### src/rtl/buzzer_sequencer_mu0.sv
// buzzer_sequencer_mu0: queues buzzer command words and writes them to 12'hFFD
// one at a time, waiting for each note plus a silent gap. Optional: BUZSEQ_LOOP_EN.
module buzzer_sequencer_mu0 #(
    parameter int DEPTH         = 8,
    parameter int GAP_CYCLES    = 250000,
    parameter int START_TIMEOUT = 16
) (
    input  logic                     Clk,
    input  logic                     Reset,
    input  logic [15:0]              in_data,
    input  logic                     in_valid,
    output logic                     in_ready,
    input  logic                     flush,
    input  logic                     buzzer_busy,
    output logic                     bus_req,
    input  logic                     bus_gnt,
    output logic [11:0]              bus_addr,
    output logic [15:0]              bus_wdata,
    output logic [$clog2(DEPTH):0]   count,
`ifdef BUZSEQ_LOOP_EN
    input  logic                     loop,
`endif
    output logic                     active,
    output logic                     timeout_err
);

    localparam int AW = $clog2(DEPTH);
    localparam int CW = AW + 1;
    localparam int GW = (GAP_CYCLES < 2) ? 1 : $clog2(GAP_CYCLES);
    localparam int TW = (START_TIMEOUT < 2) ? 1 : $clog2(START_TIMEOUT);
    localparam logic [GW-1:0] GAP_LAST = GW'((GAP_CYCLES == 0) ? 0 : GAP_CYCLES - 1);
    localparam logic [TW-1:0] TO_LAST  = TW'(START_TIMEOUT - 1);

    typedef enum logic [2:0] {
        S_IDLE, S_ISSUE, S_WSTART, S_WDONE, S_GAP
    } state_t;

    state_t          state_q, state_d;
    logic [15:0]     mem [DEPTH];
    logic [AW-1:0]   wr_ptr_q, rd_ptr_q;
    logic [CW-1:0]   count_q;
    logic [15:0]     wdata_q, wdata_d;
    logic [GW-1:0]   gap_q, gap_d;
    logic [TW-1:0]   to_q, to_d;
    logic            err_q, err_d;
    logic            loop_on, push, grant, recirc, mem_we;
    logic [15:0]     mem_wd;

`ifdef BUZSEQ_LOOP_EN
    assign loop_on = loop;
`else
    assign loop_on = 1'b0;
`endif

    assign in_ready = (count_q != CW'(DEPTH)) & ~loop_on;
    assign push     = in_valid & in_ready & ~flush;
    assign grant    = (state_q == S_ISSUE) & bus_gnt;
    assign recirc   = grant & loop_on;
    assign mem_we   = push | recirc;
    assign mem_wd   = push ? in_data : wdata_q;

    // FIFO storage; recirculation reuses the tail write port
    always_ff @(posedge Clk) begin
        if (mem_we)
            mem[wr_ptr_q] <= mem_wd;
    end

    // FIFO pointers and occupancy; a recirculated word keeps count unchanged
    always_ff @(posedge Clk) begin
        if (Reset || flush) begin
            wr_ptr_q <= '0;
            rd_ptr_q <= '0;
            count_q  <= '0;
        end else begin
            if (mem_we)
                wr_ptr_q <= wr_ptr_q + AW'(1);
            if (grant)
                rd_ptr_q <= rd_ptr_q + AW'(1);
            if (push && !grant)
                count_q <= count_q + CW'(1);
            else if (!push && grant && !recirc)
                count_q <= count_q - CW'(1);
        end
    end

    // Sequencer state and datapath registers; flush aborts but keeps wdata
    always_ff @(posedge Clk) begin
        if (Reset) begin
            state_q <= S_IDLE;
            wdata_q <= '0;
            gap_q   <= '0;
            to_q    <= '0;
            err_q   <= 1'b0;
        end else if (flush) begin
            state_q <= S_IDLE;
            gap_q   <= '0;
            to_q    <= '0;
            err_q   <= 1'b0;
        end else begin
            state_q <= state_d;
            wdata_q <= wdata_d;
            gap_q   <= gap_d;
            to_q    <= to_d;
            err_q   <= err_d;
        end
    end

    // Next-state logic: issue, wait for note start/end, then silent gap
    always_comb begin
        state_d = state_q;
        wdata_d = wdata_q;
        gap_d   = gap_q;
        to_d    = to_q;
        err_d   = err_q;
        unique case (state_q)
            S_IDLE: begin
                if (count_q != '0) begin
                    wdata_d = mem[rd_ptr_q];
                    state_d = S_ISSUE;
                end else if (push) begin
                    wdata_d = in_data;
                    state_d = S_ISSUE;
                end
            end
            S_ISSUE: begin
                if (bus_gnt) begin
                    if (wdata_q[15] && (wdata_q[11:8] != 4'd0)) begin
                        to_d    = '0;
                        state_d = S_WSTART;
                    end else begin
                        gap_d   = '0;
                        state_d = S_GAP;
                    end
                end
            end
            S_WSTART: begin
                if (buzzer_busy) begin
                    state_d = S_WDONE;
                end else if (to_q == TO_LAST) begin
                    err_d   = 1'b1;
                    gap_d   = '0;
                    state_d = S_GAP;
                end else begin
                    to_d = to_q + TW'(1);
                end
            end
            S_WDONE: begin
                if (!buzzer_busy) begin
                    gap_d   = '0;
                    state_d = S_GAP;
                end
            end
            S_GAP: begin
                if (gap_q == GAP_LAST)
                    state_d = S_IDLE;
                else
                    gap_d = gap_q + GW'(1);
            end
            default: state_d = S_IDLE;
        endcase
    end

    // Outputs decoded from state and registers
    always_comb begin
        bus_req     = (state_q == S_ISSUE);
        active      = (state_q != S_IDLE);
        bus_addr    = 12'hFFD;
        bus_wdata   = wdata_q;
        count       = count_q;
        timeout_err = err_q;
    end

endmodule
### config.mk
export PLATFORM = sky130hd
export DESIGN_NAME = buzzer_sequencer_mu0
export DESIGN_NICKNAME = d
export VERILOG_FILES = /design/src/rtl/buzzer_sequencer_mu0.sv
export SDC_FILE = /design/constraint.sdc
export NUM_CORES = 1
export LEC_CHECK = 0
export CAP_MARGIN = 5
export CORE_MARGIN = 5
export CORE_UTILIZATION = 48
export CTS_CLUSTER_SIZE = 10
export DETAILED_ROUTE_END_ITERATION = 10
export PLACE_DENSITY = 0.76
export SYNTH_ARGS = -nofsm -noshare
export SYNTH_HDL_FRONTEND = slang
export SYNTH_SLANG_ARGS = --single-unit
### constraint.sdc
create_clock -name Clk -period 5.4 [get_ports Clk]
set_input_delay 1.62 -clock Clk [delete_from_list [all_inputs] [get_ports Clk]]
set_output_delay 1.62 -clock Clk [all_outputs]
set_load 0.1 [all_outputs]
# After elaboration in Yosys (flattened, before gate mapping)

Memories as Yosys holds them, arrays and structs flattened. A register that Yosys moved wholly into a read port is not among the register bits.
Cells that the tools add are included.

Word-level logic and storage cells: 86
Memories kept: 1
Output and inout port bits: 36
Register bits: 52
Memory bits (writable): 128
Bits of input ports: 22

Bitwise gates (word level): 5
Reductions and logical operators: 19
Add/sub/neg operators: 6
Equal/unequal tests: 18
Mux-type cells: 29

Memories:

| name | depth | width | read ports | clocked after memory_dff | wr ports | RTL line | text |
|---|---|---|---|---|---|---|---|
| mem  | 8     | 16    | 1          | 1                        | 1        | 39       | `logic [15:0] mem [DEPTH];` |

Operators by type and width:

| kind                  | number |
|---|---|
| $mux 18               | 6 |
| $pmux 18 s4           | 1 |
| $mux 16               | 2 |
| $mux 3                | 10 |
| $mux 4                | 6 |
| $add 18x1->18 const B | 1 |
| $eq 18x18->1 const B  | 1 |
| $pmux 3 s5            | 1 |
| $ne 2x2->1 const B    | 7 |
| $reduce_bool 4->1     | 3 |
| $reduce_and 5->1      | 2 |
| $add 4x1->4 const B   | 2 |
| $pmux 4 s2            | 1 |
| $reduce_and 7->1      | 1 |
| $add 3x1->3 const B   | 2 |
| $eq 3x2->1 const B    | 2 |
| $ne 3x3->1 const B    | 2 |
| $eq 4x4->1 const B    | 1 |
| $ne 2x1->1 const B    | 2 |
| $ne 4x4->1 const B    | 1 |
| $reduce_bool 2->1     | 2 |
| $sub 4x1->4 const B   | 1 |
| $and 1x1->1           | 3 |
| $eq 3x1->1 const B    | 1 |
| other kinds (11)      | 16 |

# Depth between registers and ports, before layout

Depth after elaboration: 7
Depth in mapped cells: 11
Depth with buffers taken out: 10

# Worst setup path after synthesis

Ideal clock, no wire load.

Path type: register to register
Start point: register state_q[1]
End point: register count_q[3] (netlist: count[3])
Path slack: 0.468 ns
Cell stages (with the launch flop): 12
Arrival time: 4.862 ns
Required time: 5.330 ns
Library setup time: 0.070 ns
Path buffers: 1
Path through: dfxtp_1 > buf_2 > nor3b_1 > nand2_1 > ha_1 > inv_1 > ha_1 > a21o_1 > a21oi_1 > xnor2_1 > or3_1 > a21oi_1

Cells in the longest elaborated chain, start to end: 5
Elaborated cells on any way between the ends: 7
Classes of those cells: eq/ne (1); mux (1); bitwise (1); reduce/logical (4)

RTL lines:

| item                                        | RTL line | text |
|---|---|---|
| start, declared                             | 38       | `state_t state_q, state_d;` |
| start signal, assigned                      | 100      | `state_q <= state_d;` |
| $eq 3x1->1 (*)                              | -        |  |
| via bus_req                                 | 15       | `output logic bus_req,` |
| $and 1x1->1 (*)                             | 57       | `assign grant = (state_q == S_ISSUE) & bus_gnt;` |
| $logic_not 1->1                             | 79       | `if (push && !grant)` |
| $logic_and 1x1->1                           | 79       |  |
| $mux 4 or $reduce_bool 2->1 (tied branches) | -        |  |
| end signal, assigned                        | 80       | `count_q <= count_q + CW'(1);` |
| end signal, assigned                        | 82       | `count_q <= count_q - CW'(1);` |
| end, declared                               | 41       | `logic [CW-1:0] count_q;` |

The timed path passes the listed nets; every way through them passes the cells marked *.
A chain may end at the register's enable or synchronous reset.

# Final worst setup path

Start point: register state_q[0]
End point: output bus_req

Cells in the longest elaborated chain, start to end: 1

RTL lines:

| item          | RTL line | text |
|---|---|---|
| $eq 3x1->1    | 165      | `bus_req = (state_q == S_ISSUE);` |
| end, declared | 15       |  |

Every way passes these cells.

==> qor.txt <==
status -> finished, final reports clean
Root Buffer -> clkbuf_16
Post-CTS Hold Buffers -> 0
# resized after CTS -> 0
Period minus WS final -> 4374 ps
largest net degree at the start of global routing -> 33
EDFF count, synth -> 128
synth top area cells -> edfxtp_1, dfxtp_1, mux4_2, mux2i_1, nor2_1
Mapped Area -> 7794 um2
Setup WS pre-CTS -> 1153 ps
worst hold path type -> register to register
die area -> 18890 um2
quantity of I/O buffers inserted on ports -> 45
Via Count -> 4720
Worst slew margin -> 18.32%
sequential cell fraction of total power -> 47.9%
number of global-route vias before repair -> 4785
crit path DAT -> 2750 ps
Critical path buffers and inverters -> 1
GRT Util Overall -> 17.91%
Final Cell Area -> 9101 um2
setup ws final -> 1026 ps
crit-path cells -> nor3b_1 > clkdlybuf4s50_1
P_int -> 2460 uW
post-synthesis sequential area ratio -> 63.45%
P_leak -> 0.002913 uW
share of layout cells above drive strength 1 -> 18.31%
initial antenna violation count -> 0
total negative slack -> 0 ps
type of origin of the critical path -> register
area grow syn2layout -> 16.78%
critical path peak fanout -> 11
Sw Ratio -> 25.48%
clock sink count -> 183
synthesized area per cell -> 14.68 um2
Final Max Tran Viols -> 0
Nets -> 607
Max Fclk -> 228.6 MHz
initial core utilization -> 49.06%
Yosys cell types -> 59
asr flop ratio synth -> 0%
post-route DRC violation count -> 0
share of the synthesized area in the top cell type -> 49.32%
Placed Area -> 8481 um2
antenna-violating nets left -> 0
chip width -> 137.4 um
detailed placement HPWL -> 9998 um
largest stage delay on the critical path -> 1230 ps
clock power share -> 39.6%
deepest clock path buffer count -> 2
commonest register cell after synthesis -> edfxtp_1
combinational power share -> 12.5%
Final period util -> 80.99%
VDD IR max -> 0.2628 mV
total gr overflow -> 0
WL final -> 16090 um
Fin. Hold Viols -> 0
RSZ-0062 raised after global routing -> false
max-cap viol count -> 0
Crit Path Category -> register to output pin
Worst-Margin Slew -> 1209 ps
Worst path slowest cell -> clkdlybuf4s50_1
chip height -> 137.4 um
cts bufs inserted -> 17
WP data required -> 3780 ps
final setup violation count -> 0
PD cells -> 362.8 nW/um2
first-pass GRT wire length -> 25500 um
yosys warns -> 0
cell family with most CP delay -> buffers and inverters
Vias/cell -> 5.856
gp weighted congestion -> 0.8089
P_sw -> 841.4 uW
CTS tree -> yes
Clk Latency, worst-skew pair -> 420 ps
Mapped Cells -> 531
setup bufs post-CTS -> 0
Site Rows -> 46
Synth Register Bits -> 183
Final Core Density -> 57.29%
First-pass DRT Iterations -> 5
Core ar. -> 15890 um2
Crit. End Element -> output pin
Top-Level Pins -> 58
clk_skew -> 8.287 ps
Antenna diodes -> 0
wire length per cell -> 19.96 um
Initial DRC Count -> 423
total power draw -> 3302 uW
Clock transition at path regs -> 60 ps
Yosys top cell by area -> edfxtp_1
H-tree depth -> 4
## through the flow
step                hold slack [ps]  std cells
finish                        478.2        806
global route                  506.2        806
detailed placement            466.2        774
floorplan                     449.2        541
CTS                           481.8        806
global placement              462.3        774
## logic make-up (layout without fill, tap and decap cells)
| kind of cell | count (synthesis) | in the layout | synth area share, % |
|---|---|---|---|
| AND/OR/NAND/NOR | 137 | 137 | 9.552 |
| XOR/XNOR | 7 | 7 | 0.7867 |
| other | 2 | 12 | 0.09636 |
| multiplexers | 65 | 65 | 13.74 |
| AO/OA/AOI/OAI | 86 | 86 | 8.027 |
| buffers and inverters | 43 | 92 | 2.970 |
| flip-flops | 183 | 183 | 63.45 |
| adder cells (fa/ha/maj) | 8 | 8 | 1.381 |
## cell usage after synthesis (7+ instances only)
master and n:
edfxtp_1 128, dfxtp_1 55, nor2_1 44, mux4_2 32, nand2_1 27, a21oi_1 21
mux2i_1 17, o21ai_0 17, a221o_1 16, mux2_2 14, buf_4 13, clkbuf_1 11
buf_2 10, nand3_1 10, a31oi_1 7, ha_1 7, nor3_1 7
## cells in the final DEF, fill, tap and decap left out, types with 4 or more instances in the layout
master	n
nand3_1	10
o21ai_0	17
nand2_1	27
mux4_2	32
nand4_1	6
buf_4	11
xor2_1	5
or3_1	6
mux2_2	14
edfxtp_1	128
nor2_1	43
clkbuf_16	17
inv_1	4
a31oi_1	7
bufinv_16	4
mux2i_1	17
a221o_1	16
a21oi_1	21
or2_2	4
ha_1	7
nor3_1	6
clkdlybuf4s50_1	45
dfxtp_1	53
conb_1	12
## path summary, 6_finish.rpt
path,startpoint,depth (start not counted),slack (ps),endpoint
min reg2reg,timeout_err$_SDFFE_PP0P_,2,480,timeout_err$_SDFFE_PP0P_
max,state_q[0]$_SDFFE_PP0P_,2,1030,bus_req
max reg2reg,state_q[0]$_SDFFE_PP0P_,10,2460,count[3]$_SDFFE_PP0P_
min,timeout_err$_SDFFE_PP0P_,2,480,timeout_err$_SDFFE_PP0P_
## power groups by stage
stage | Sequential, uW | Combinational (uW) | Clock, uW
global route | 1590 | 436 | 1380
detailed placement | 1610 | 413 | 0
CTS | 1580 | 415 | 1320
floorplan | 1710 | 220 | 0
finish | 1580 | 413 | 1310
global placement | 1610 | 404 | 0
## state kept, by name, summed over array words and instances, names as in the netlist, named ones only
name	flops
mem	128
rd_ptr_q	3
to_q	4
gap_q	18
bus_wdata	16
wr_ptr_q	3
count	4
timeout_err	1
state_q	3
## area by class of cell
| type | instances | area (um2) |
|---|---|---|
| Clock buffer | 21 | 450.4 |
| Inverter | 4 | 15.01 |
| Clock inverter | 11 | 170.2 |
| Sequential cell | 183 | 4947 |
| Tap cell | 216 | 270.3 |
| Multi-Input combinational cell | 315 | 2715 |
| Timing Repair Buffer | 56 | 533.0 |
| Fill cell | 1285 | 6784 |
## metal layers
layer | GRT usage, % | share of wire [%] | wire, um | vias up
met5 | 0 | 0 | 0 | -
met4 | 4.324 | 0.91 | 146 | 0
met3 | 5.332 | 7.2 | 1160 | 16
met2 | 28.47 | 49 | 7849 | 181
met1 | 24.40 | 43 | 6934 | 2369
li1 | - | - | - | 2154
## worst reg2reg max path, delay by kind of cell (launching register included)
family          cells  cell delay, ps
flops               1             610
fa+ha+maj           2             510
xor+xnor            1             100
compound gates      3             510
simple gates        3            1020
buf+inv             1             120
Power figures use the tool's default switching activity.
